<file path="config.mk">
export PLATFORM = sky130hd
export DESIGN_NAME = seq_divider
export DESIGN_NICKNAME = d
export VERILOG_FILES = /design/src/rtl/seq_divider.sv
export SDC_FILE = /design/constraint.sdc
export NUM_CORES = 1
export LEC_CHECK = 0
export CAP_MARGIN = 15
export CORE_AREA = 2 2 99 101
export DETAILED_ROUTE_END_ITERATION = 10
export DIE_AREA = 0 0 101 103
export PLACE_DENSITY = 0.73
export SYNTH_ARGS = -nofsm -noshare
export SYNTH_HDL_FRONTEND = slang
export SYNTH_SLANG_ARGS = --single-unit
export TNS_END_PERCENT = 1
</file>
<file path="constraint.sdc">
create_clock -name clk -period 3.4 [get_ports clk]
set_input_delay 0.68 -clock clk [delete_from_list [all_inputs] [get_ports clk]]
set_output_delay 0.68 -clock clk [all_outputs]
set_load 0.01 [all_outputs]
</file>
<file path="src/rtl/seq_divider.sv">
// seq_divider: multi-cycle restoring divider, one quotient bit per clock.
// Returns quotient, remainder and a Z/N/V status word matching the ALU flags.
// Optional feature macro: SEQ_DIVIDER_SIGNED_EN (two's complement operands).
//
// Ports:
//   clk        rising-edge clock
//   reset      synchronous, active-high
//   start      request strobe, accepted only in IDLE
//   Ain, Bin   dividend / divisor, sampled on accepted start
//   busy       high while an operation is in progress
//   done       one-cycle pulse when results update
//   quotient   registered quotient
//   remainder  registered remainder
//   status     {V, N, Z}: V = divide-by-zero or signed overflow,
//              N = quotient MSB, Z = quotient is zero
module seq_divider #(
  parameter int unsigned width = 16
) (
  input  logic             clk,
  input  logic             reset,
  input  logic             start,
  input  logic [width-1:0] Ain,
  input  logic [width-1:0] Bin,
  output logic             busy,
  output logic             done,
  output logic [width-1:0] quotient,
  output logic [width-1:0] remainder,
  output logic [2:0]       status
);

  localparam int unsigned CW = $clog2(width);

  typedef enum logic [1:0] {S_IDLE, S_RUN, S_DONE} state_t;

  state_t           state;
  logic [CW-1:0]    cnt;
  logic [width-1:0] rem_q;   // partial remainder
  logic [width-1:0] quo_q;   // dividend shifts out the top, quotient shifts in
  logic [width-1:0] div_q;   // divisor (magnitude)
  logic             dz_q;    // divide-by-zero flag

  logic [width-1:0] a_mag, b_mag;
  logic [width-1:0] q_fin, r_fin;
  logic             v_fin;
  logic [width:0]   shifted, diff;
  logic             no_borrow;

  // Next partial remainder candidate with the next dividend bit shifted in.
  assign shifted = {rem_q, quo_q[width-1]};

  // width+1-bit trial subtraction; carry-out set means no borrow.
  assign {no_borrow, diff} = {1'b0, shifted} + {1'b0, ~{1'b0, div_q}} + (width+2)'(1);

`ifdef SEQ_DIVIDER_SIGNED_EN
  logic neg_q, neg_r, ovf_q, ovf_in;

  // Magnitudes taken at start; the core iterates on unsigned values.
  always_comb begin
    a_mag  = Ain[width-1] ? (~Ain + width'(1)) : Ain;
    b_mag  = Bin[width-1] ? (~Bin + width'(1)) : Bin;
    ovf_in = (Ain == {1'b1, {(width-1){1'b0}}}) && (Bin == '1);
  end

  // Re-apply signs; most-negative / -1 naturally yields most-negative.
  always_comb begin
    q_fin = neg_q ? (~quo_q + width'(1)) : quo_q;
    r_fin = neg_r ? (~rem_q + width'(1)) : rem_q;
    v_fin = dz_q | ovf_q;
  end
`else
  always_comb begin
    a_mag = Ain;
    b_mag = Bin;
    q_fin = quo_q;
    r_fin = rem_q;
    v_fin = dz_q;
  end
`endif

  // Control FSM and datapath registers.
  always_ff @(posedge clk) begin
    if (reset) begin
      state     <= S_IDLE;
      busy      <= 1'b0;
      done      <= 1'b0;
      quotient  <= '0;
      remainder <= '0;
      status    <= 3'b000;
      cnt       <= '0;
      rem_q     <= '0;
      quo_q     <= '0;
      div_q     <= '0;
      dz_q      <= 1'b0;
`ifdef SEQ_DIVIDER_SIGNED_EN
      neg_q     <= 1'b0;
      neg_r     <= 1'b0;
      ovf_q     <= 1'b0;
`endif
    end else begin
      done <= 1'b0;
      case (state)
        S_IDLE: begin
          if (start) begin
            busy  <= 1'b1;
            div_q <= b_mag;
            dz_q  <= (Bin == '0);
            cnt   <= CW'(width - 1);
`ifdef SEQ_DIVIDER_SIGNED_EN
            neg_q <= (Bin != '0) && (Ain[width-1] ^ Bin[width-1]);
            neg_r <= (Bin != '0) && Ain[width-1];
            ovf_q <= ovf_in;
`endif
            if (Bin == '0) begin
              // Divide-by-zero result is formed directly; no iteration.
              quo_q <= '1;
              rem_q <= Ain;
              state <= S_DONE;
            end else begin
              quo_q <= a_mag;
              rem_q <= '0;
              state <= S_RUN;
            end
          end
        end
        S_RUN: begin
          // Keep the difference on no-borrow, otherwise restore.
          rem_q <= width'(no_borrow ? diff : shifted);
          quo_q <= {quo_q[width-2:0], no_borrow};
          if (cnt == '0) begin
            state <= S_DONE;
          end else begin
            cnt <= cnt - CW'(1);
          end
        end
        S_DONE: begin
          quotient  <= q_fin;
          remainder <= r_fin;
          status    <= {v_fin, q_fin[width-1], (q_fin == '0)};
          done      <= 1'b1;
          busy      <= 1'b0;
          state     <= S_IDLE;
        end
        default: state <= S_IDLE;
      endcase
    end
  end

endmodule

</file>
==> impl_metrics.py, run 1 <==
metrics = {
    "pwr": {
        "p_leak_nw": 2.143,
        "fin_total_pwr_mw": 3.900,
        "vdd_drop_max_uv": 301.0,
        "power_density_nw_per_um2": 706.9,
    },
    "timing": {
        "rsz0062_at_grt": "no",
        "max_freq_mhz": 361.3,
        "finalWorstSetupSlack_ps": 632.6,
        "worst_pin_slew_ps": 534.3,
        "hold_viol": 0,
        "setup_viol": 0,
        "relSlewSlack_pct": 64.34,
        "fin_crit_ps": 2767,
        "fin_setup_tns_ps": 0,
        "fin_skew_ps": 9.594,
        "finalCritPeriodShare_pct": 81.40,
        "final-max-slew-violation-count": 0,
        "whs_ps": 459.4,
    },
    "logic_synthesis": {
        "syn_nets": 589,
        "synth-seq-area-share_pct": 40.31,
        "synth_seq_cells": 91,
        "syn_inst": 536,
        "yosys_warnings": 0,
        "yosys-top-cells-area": "dfxtp_1 40%, nand2_1 6.6%, a22o_1 6.2%",
        "synth_edf_count": 0,
        "yosys.cell_types.count": 59,
        "ys_async_sr_fraction_pct": 0,
        "netlist.top_cell.by_area": "dfxtp_1",
        "synth_area_um2": 4519,
        "synth.avg_cell_area_um2": 8.432,
        "synth_largest_type_area_fraction_pct": 40.31,
        "synthFlopType": "dfxtp_1",
    },
    "clock_network": {
        "insertion_delay_ps": 370,
        "cts.htree.levels": 3,
        "cts_setup_buffers": 0,
        "cts.sinks": 91,
        "cts_hold_buf": 0,
        "ctsResizeCount": 0,
        "cts-root-buf": "clkbuf_8",
        "cts_tree": "built",
        "clk_pin_slew_ps": 100,
        "clk_path_buf_depth": 2,
        "cts_buffers": 9,
    },
    "floorplan": {
        "ios": 72,
        "rows": 36,
        "start_util_pct": 47.78,
        "die_w_um": 101,
        "core_um2": 9459,
        "fp.dieH_um": 103,
        "die-area_um2": 10400,
    },
    "layout": {
        "fin_area_um2": 5517,
        "fin_nets": 649,
        "antenna_cells": 0,
        "area_delta_synth_final_pct": 22.07,
        "drive_above_1_share_pct": 8.153,
    },
    "detailed_routing": {
        "wl_um": 12490,
        "vias": 4324,
        "drcViolationCount": 0,
        "ant_nets": 0,
        "dr.pass1.iters": 5,
        "drt_iter0_drc": 374,
        "viasPerCell": 6.048,
        "avgRoutedWirePerCell_um": 17.47,
    },
    "place": {
        "dpl.hpwl_um": 9269,
        "gp_congestion": 0.9139,
        "portBuffers": 71,
        "place_area_um2": 5314,
        "dp_slack_ps": 577.0,
    },
    "min_path": {
        "worstHoldStart": "div_q[5]",
        "hold_path_class": "flip-flop to flip-flop",
    },
    "global_route": {
        "grt_max_degree": 35,
        "gr-usage-all-layers_pct": 24.37,
        "grt_pass1_wl_um": 19880,
        "overflow": 0,
        "grt_pass1_vias": 3894,
        "antenna_found_initial": 0,
    },
    "setup_path": {
        "cp-end-kind": "flip-flop",
        "criticalPathCategory": "flip-flop to flip-flop",
        "crit_arrival_ps": 3050,
        "critPathLaunchType": "flip-flop",
        "critical_path_required_ps": 3680,
        "rr_startpoint": "r_fin[11]",
        "cp-startpoint": "r_fin[11]",
        "cp_max_fo": 16,
    },
    "run": {
        "drv_cap": 0,
    },
    "run_status": {
        "outcome": "finished, final reports clean",
    },
}
==> critical path, stage by stage (launching register included) <==
cell	delay (ps)
dfxtp_1	450
ha_1	340
a21oi_1	270
o211ai_1	150
a311oi_2	460
nand3_2	410
a211o_1	370
a211oi_1	230
==> worst paths after layout <==
check	cells after the start	end	slack (ps)
hold / removal	2	div_q[5]	460
hold reg to reg	2	div_q[5]	460
setup / recovery	7	r_fin[8]	630
setup reg to reg	7	r_fin[8]	630
==> where the power goes <==
| group | switching [mW] | internal [mW] |
|---|---|---|
| Clock | 0.450 | 0.291 |
| Combinational | 1.08 | 0.719 |
| Sequential | 0.156 | 1.20 |
| Total | 1.69 | 2.21 |
==> kinds of logic after synthesis <==
kind of cell | after synthesis | share of synthesized area [%]
buffers and inverters | 56 | 5.343
adders and majority gates | 18 | 5.149
AOI/OAI and AO/OA | 161 | 26.05
DFF | 91 | 40.31
and+or+nand+nor | 195 | 20.07
xor gates and xnor gates | 9 | 1.744
muxes | 6 | 1.329
==> final cells by class <==
| type | count | area (um2) |
|---|---|---|
| Clock buffer | 9 | 123.9 |
| Clock inverter | 7 | 78.83 |
| Fill cell | 848 | 3943 |
| Inverter | 20 | 75.07 |
| Multi-Input combinational cell | 389 | 2464 |
| Sequential cell | 91 | 1822 |
| Tap cell | 114 | 142.6 |
| Timing Repair Buffer | 85 | 810.8 |
==> routing by layer <==
metal | global-route usage [%] | wire (um)
met1 | 35.23 | 5794
met2 | 37.74 | 5514
met3 | 3.119 | 993
met4 | 8.108 | 192
met5 | 0 | 0
==> cell usage after synthesis, types with 2 or more instances <==
cell and instances:
nor4_1 10, o21ai_0 11, and3_1 2, clkbuf_1 29
o2111ai_1 2, nor2_1 48, o31ai_1 3, nand2_1 80
buf_2 2, a221oi_2 2, nor2b_1 7, o21a_1 5
a22o_1 32, nand2b_1 9, dfxtp_1 91, or3_1 6
buf_6 2, xor2_1 3, o211ai_1 3, ha_1 17
mux2i_1 6, a211o_1 2, a21o_1 5, o41ai_2 2
and2_1 4, inv_1 20, xnor2_1 6, a21oi_1 43
a221oi_1 2, nor3_1 5, a211oi_1 6, nand3_1 13
o32ai_1 2, a31oi_1 15, a311oi_1 17
==> registers in the layout, summed over array words and instances (netlist names) <==
| name | cells |
|---|---|
| busy | 1 |
| cnt | 4 |
| div_q | 16 |
| done | 1 |
| dz_q | 1 |
| q_fin | 16 |
| quotient | 15 |
| r_fin | 16 |
| remainder | 16 |
| state | 2 |
| status | 3 |
==> through the flow <==
step,util (%),cells
after global placement,56.18,699
after CTS,58.32,715
final,58.32,715
after floorplan,-,536
after detailed placement,56.18,699
after global routing,58.32,715
==> layout by cell type, fill, tap and decap left out, types with 3 or more instances in the layout <==
cell type	count
xnor2_1	6
nor2_1	46
and2_1	4
mux2i_1	6
xor2_1	3
dfxtp_1	91
nand2_1	80
a21o_1	5
or3_1	6
o21ai_0	11
a21oi_1	43
buf_4	14
a31oi_1	15
nor4_1	10
o211ai_1	3
o31ai_1	3
inv_1	20
o21a_1	5
nand2b_1	9
clkdlybuf4s50_1	70
ha_1	17
a211oi_1	6
nor3_1	5
a311oi_1	17
nor2b_1	6
clkbuf_8	9
nand3_1	13
a22o_1	32
Power figures use the tool's default switching activity.
==> run 2: changes to the inputs <==
Clock period 3.4 ns to 2.89 ns, I/O delays scaled along.
==> impl_metrics.py, run 2 (synthesis results as in run 1) <==
metrics = {
    "setup_path": {
        "criticalPathCategory": "flip-flop to flip-flop",
        "r2r_setup_slack_ps": 210,
        "regToRegEndpoint": "r_fin[5]",
        "critPathLaunchType": "flip-flop",
        "crit_arrival_ps": 2980,
        "cp-end-kind": "flip-flop",
        "reg2regPathDepth": 9,
        "cp_max_fo": 14,
        "rr_startpoint": "div_q[12]",
        "critical_path_required_ps": 3190,
    },
    "layout": {
        "final_common_cell": "dfxtp_1",
        "layout_common_cells": "91 x dfxtp_1, 80 x nand2_1, 70 x clkdlybuf4s50_1",
        "drive_above_1_share_pct": 9.360,
        "area_delta_synth_final_pct": 23.39,
        "fin_nets": 657,
        "antenna_cells": 0,
    },
    "pwr": {
        "vdd_drop_max_uv": 415.5,
        "power_density_nw_per_um2": 841.3,
        "fin_total_pwr_mw": 4.692,
        "p_leak_nw": 2.185,
    },
    "floorplan": {
        "die_w_um": 101,
        "ios": 72,
        "rows": 36,
        "die-area_um2": 10400,
        "start_util_pct": 47.78,
        "core_um2": 9459,
        "fp.dieH_um": 103,
    },
    "place": {
        "portBuffers": 71,
        "gp_congestion": 0.9116,
        "dpl.hpwl_um": 9583,
    },
    "clock_network": {
        "cts_setup_buffers": 0,
        "clk_path_buf_depth": 2,
        "cts.sinks": 91,
        "clk_pin_slew_ps": 100,
        "cts-root-buf": "clkbuf_8",
        "cts.htree.levels": 3,
        "cts_tree": "built",
        "ctsResizeCount": 0,
        "cts_hold_buf": 0,
        "insertion_delay_ps": 390,
        "cts_buffers": 9,
    },
    "timing": {
        "finalCritPeriodShare_pct": 92.82,
        "fin_setup_tns_ps": 0,
        "fin_crit_ps": 2682,
        "fin_skew_ps": 11.96,
        "setup_viol": 0,
        "final-max-slew-violation-count": 0,
        "max_freq_mhz": 372.8,
        "hold_viol": 0,
        "relSlewSlack_pct": 52.20,
        "worst_pin_slew_ps": 714.4,
        "rsz0062_at_grt": "no",
    },
    "detailed_routing": {
        "drcViolationCount": 0,
        "vias": 4341,
        "viasPerCell": 6.004,
        "avgRoutedWirePerCell_um": 17.87,
        "ant_nets": 0,
        "dr.pass1.iters": 5,
        "drt_iter0_drc": 414,
        "wl_um": 12920,
    },
    "min_path": {
        "min_path_cells": 2,
        "hold_path_class": "flip-flop to flip-flop",
        "hold_end": "div_q[4]",
        "worstHoldStart": "div_q[4]",
    },
    "global_route": {
        "gr-usage-all-layers_pct": 25.28,
        "overflow": 0,
        "antenna_found_initial": 0,
        "grt_pass1_vias": 3972,
        "grt_pass1_wl_um": 20390,
        "grt_max_degree": 35,
    },
    "run": {
        "drv_cap": 0,
    },
    "run_status": {
        "outcome": "finished, final reports clean",
    },
}
## run 2: critical path, cell delays in order (launching register included)
cell and delay, ps:
dfxtp_1 340, inv_1 50, ha_1 370, nand2_1 140
or4_1 590, a211o_1 280, and3_4 250, nor3_2 230
a221oi_2 70, o41ai_2 270
## run 2: layout make-up
| cell class | count | area (um2) |
|---|---|---|
| Timing Repair Buffer | 93 | 870.8 |
| Fill cell | 863 | 3882 |
| Tap cell | 114 | 142.6 |
| Clock inverter | 7 | 78.83 |
| Sequential cell | 91 | 1822 |
| Inverter | 20 | 75.07 |
| Clock buffer | 9 | 123.9 |
| Multi-Input combinational cell | 389 | 2464 |
## run 2: worst max-delay path by stage
stage | start | endpoint | slack, ps | depth (start not counted)
after detailed placement | Bin[10] | q_fin[7] | 250 | 7
after CTS | div_q[12] | r_fin[5] | 210 | 9
final | div_q[12] | r_fin[5] | 210 | 9
after global placement | div_q[12] | r_fin[10] | 260 | 9
after global routing | div_q[12] | r_fin[14] | 20 | 9
after floorplan | div_q[11] | r_fin[7] | 420 | 12
## run 2: report_power, final
part	internal [mW]	switching [mW]	leakage (nW)
sequential	1.41	0.168	0.744
clock	0.347	0.549	0.104
combinational	0.902	1.31	1.34
total	2.66	2.03	2.19
## run 2: per-layer routing
layer | vias up | GRT usage, % | wire, um
met2 | 186 | 39.95 | 5858
met1 | 2063 | 35.38 | 5852
met5 | - | 0 | 0
met3 | 17 | 4.339 | 1034
li1 | 2075 | - | -
met4 | 0 | 8.004 | 173
## run 2: metrics by stage
stage / hold WS [ps] / instance area, um2 / utilization, % / instances / setup slack, ps
floorplan: 436.0 / 4519 / - / 536 / 422.3
global placement: 444.9 / 5374 / 56.81 / 707 / 260.6
detailed placement: 449.1 / 5374 / 56.81 / 707 / 250.5
CTS: 463.5 / 5577 / 58.96 / 723 / 206.4
global route: 483.5 / 5577 / 58.96 / 723 / 19.28
finish: 461.5 / 5577 / 58.96 / 723 / 207.6
==> run 3: changes to the inputs <==
Settings changed: CTS_BUF_LIST from default to sky130_fd_sc_hd__clkbuf_4 sky130_fd_sc_hd__clkbuf_8.
Clock period 2.89 ns to 3.1 ns, I/O delays scaled along.
==> impl_metrics.py, run 3 (synthesis results as in run 1) <==
metrics = {
    "run_status": {
        "outcome": "finished, final reports clean",
    },
    "pwr": {
        "p_leak_nw": 2.133,
        "power.internal_mw": 2.434,
        "p_switching_mw": 1.839,
        "vdd_drop_max_uv": 356.7,
        "swShare_pct": 43.03,
        "power_density_nw_per_um2": 775.7,
        "seqPwrFrac_pct": 34.9,
        "p_comb_share_pct": 46.4,
        "clkPwrFrac_pct": 18.7,
    },
    "layout": {
        "regArea_um2": 1822,
        "layout_common_cells": "91 x dfxtp_1, 80 x nand2_1, 70 x clkdlybuf4s50_1",
        "area_delta_synth_final_pct": 21.90,
        "drive_above_1_share_pct": 8.153,
        "final_common_cell": "dfxtp_1",
        "multi_input_area_um2": 2464,
        "fill_cells": 875,
        "antenna_cells": 0,
        "fin_nets": 649,
    },
    "global_route": {
        "grt_max_degree": 36,
        "antenna_found_initial": 0,
        "grt_pass1_wl_um": 19750,
        "overflow": 0,
        "grt_pass1_vias": 3989,
        "gr-usage-all-layers_pct": 24.20,
    },
    "setup_path": {
        "cp-end-kind": "flip-flop",
        "crit_arrival_ps": 2990,
        "critPathLaunchType": "flip-flop",
        "criticalPathCategory": "flip-flop to flip-flop",
        "cp_max_fo": 14,
        "cpPeakStageDelay_ps": 550,
        "critical_path_required_ps": 3350,
        "crit_slowest_cell": "a311oi_2",
        "path_cells": "ha_1 > a21oi_1 > o211ai_1 > a311oi_2 > and3_4 > nor3_2 > a221oi_2 > o41ai_2",
    },
    "place": {
        "dpl.hpwl_um": 9204,
        "gp_congestion": 0.8896,
        "portBuffers": 71,
    },
    "timing": {
        "fin_crit_ps": 2747,
        "final-max-slew-violation-count": 0,
        "finalCritPeriodShare_pct": 88.61,
        "fin_setup_tns_ps": 0,
        "hold_viol": 0,
        "whs_ps": 459.8,
        "rsz0062_at_grt": "no",
        "setup_viol": 0,
        "relSlewSlack_pct": 51.96,
        "fin_skew_ps": 13.73,
        "worst_pin_slew_ps": 717.9,
        "max_freq_mhz": 364.1,
    },
    "clock_network": {
        "insertion_delay_ps": 380,
        "cts.sinks": 91,
        "cts_setup_buffers": 0,
        "cts_hold_buf": 0,
        "cts_buffers": 9,
        "ctsResizeCount": 0,
        "clk_path_buf_depth": 2,
        "cts.htree.levels": 3,
        "clk_pin_slew_ps": 100,
        "cts-root-buf": "clkbuf_8",
        "cts_tree": "built",
    },
    "min_path": {
        "hold_path_class": "flip-flop to flip-flop",
    },
    "detailed_routing": {
        "drt_iter0_drc": 362,
        "wl_um": 12300,
        "viasPerCell": 5.989,
        "vias": 4282,
        "avgRoutedWirePerCell_um": 17.21,
        "ant_nets": 0,
        "drcViolationCount": 0,
        "dr.pass1.iters": 6,
    },
    "floorplan": {
        "start_util_pct": 47.78,
        "die-area_um2": 10400,
        "die_w_um": 101,
        "rows": 36,
        "fp.dieH_um": 103,
        "core_um2": 9459,
        "ios": 72,
    },
    "run": {
        "drv_cap": 0,
    },
}
==> run 3: area by class of cell <==
type / instances / share of cell area [%]
multi-input combinational: 389 / 44.72
sequential: 91 / 33.07
timing repair buffer: 85 / 14.72
tap: 114 / 2.589
clock buffer: 9 / 2.248
inverter: 20 / 1.363
clock inverter: 7 / 1.295
==> run 3: layer usage <==
| metal | GRT usage (%) | part of all wire [%] | vias up |
|---|---|---|---|
| met3 | 4.203 | 6.6 | 32 |
| met2 | 37.13 | 44 | 185 |
| met1 | 34.34 | 47 | 2002 |
| met5 | 0 | 0 | - |
| met4 | 8.628 | 2.4 | 0 |
| li1 | - | - | 2063 |
==> run 3: final timing paths <==
path	cells past startpoint	startpoint	slack [ps]	end
worst max-delay path	8	r_fin[9]	350	r_fin[5]
worst min-delay path	2	div_q[2]	460	div_q[2]
worst max register to register	8	r_fin[9]	350	r_fin[5]
worst min register to register	2	div_q[2]	460	div_q[2]
==> run 3: power groups by stage <==
stage,Combinational [mW],Clock [mW],Sequential (mW)
after floorplan,1.55,0,1.45
after global placement,1.93,0,1.51
after detailed placement,1.95,0,1.51
after CTS,1.96,0.811,1.48
after global routing,2.18,0.852,1.51
final,1.98,0.800,1.49
==> run 3: stage by stage <==
stage / worst slack (ps) / area (um2) / total power, mW / utilization (%) / std cells
after floorplan: 632.3 / 4519 / 2.997 / - / 536
after global placement: 455.4 / 5314 / 3.436 / 56.18 / 699
after detailed placement: 381.0 / 5314 / 3.457 / 56.18 / 699
after CTS: 386.9 / 5509 / 4.249 / 58.24 / 715
after global routing: 147.9 / 5509 / 4.540 / 58.24 / 715
final: 353.2 / 5509 / 4.273 / 58.24 / 715
==> run 3: worst max-delay path: cells and delay by family (launching register included) <==
| kind | cells | cell delay (ps) |
|---|---|---|
| fa+ha+maj | 1 | 380 |
| simple gates | 2 | 510 |
| flops | 1 | 450 |
| compound gates | 5 | 1280 |
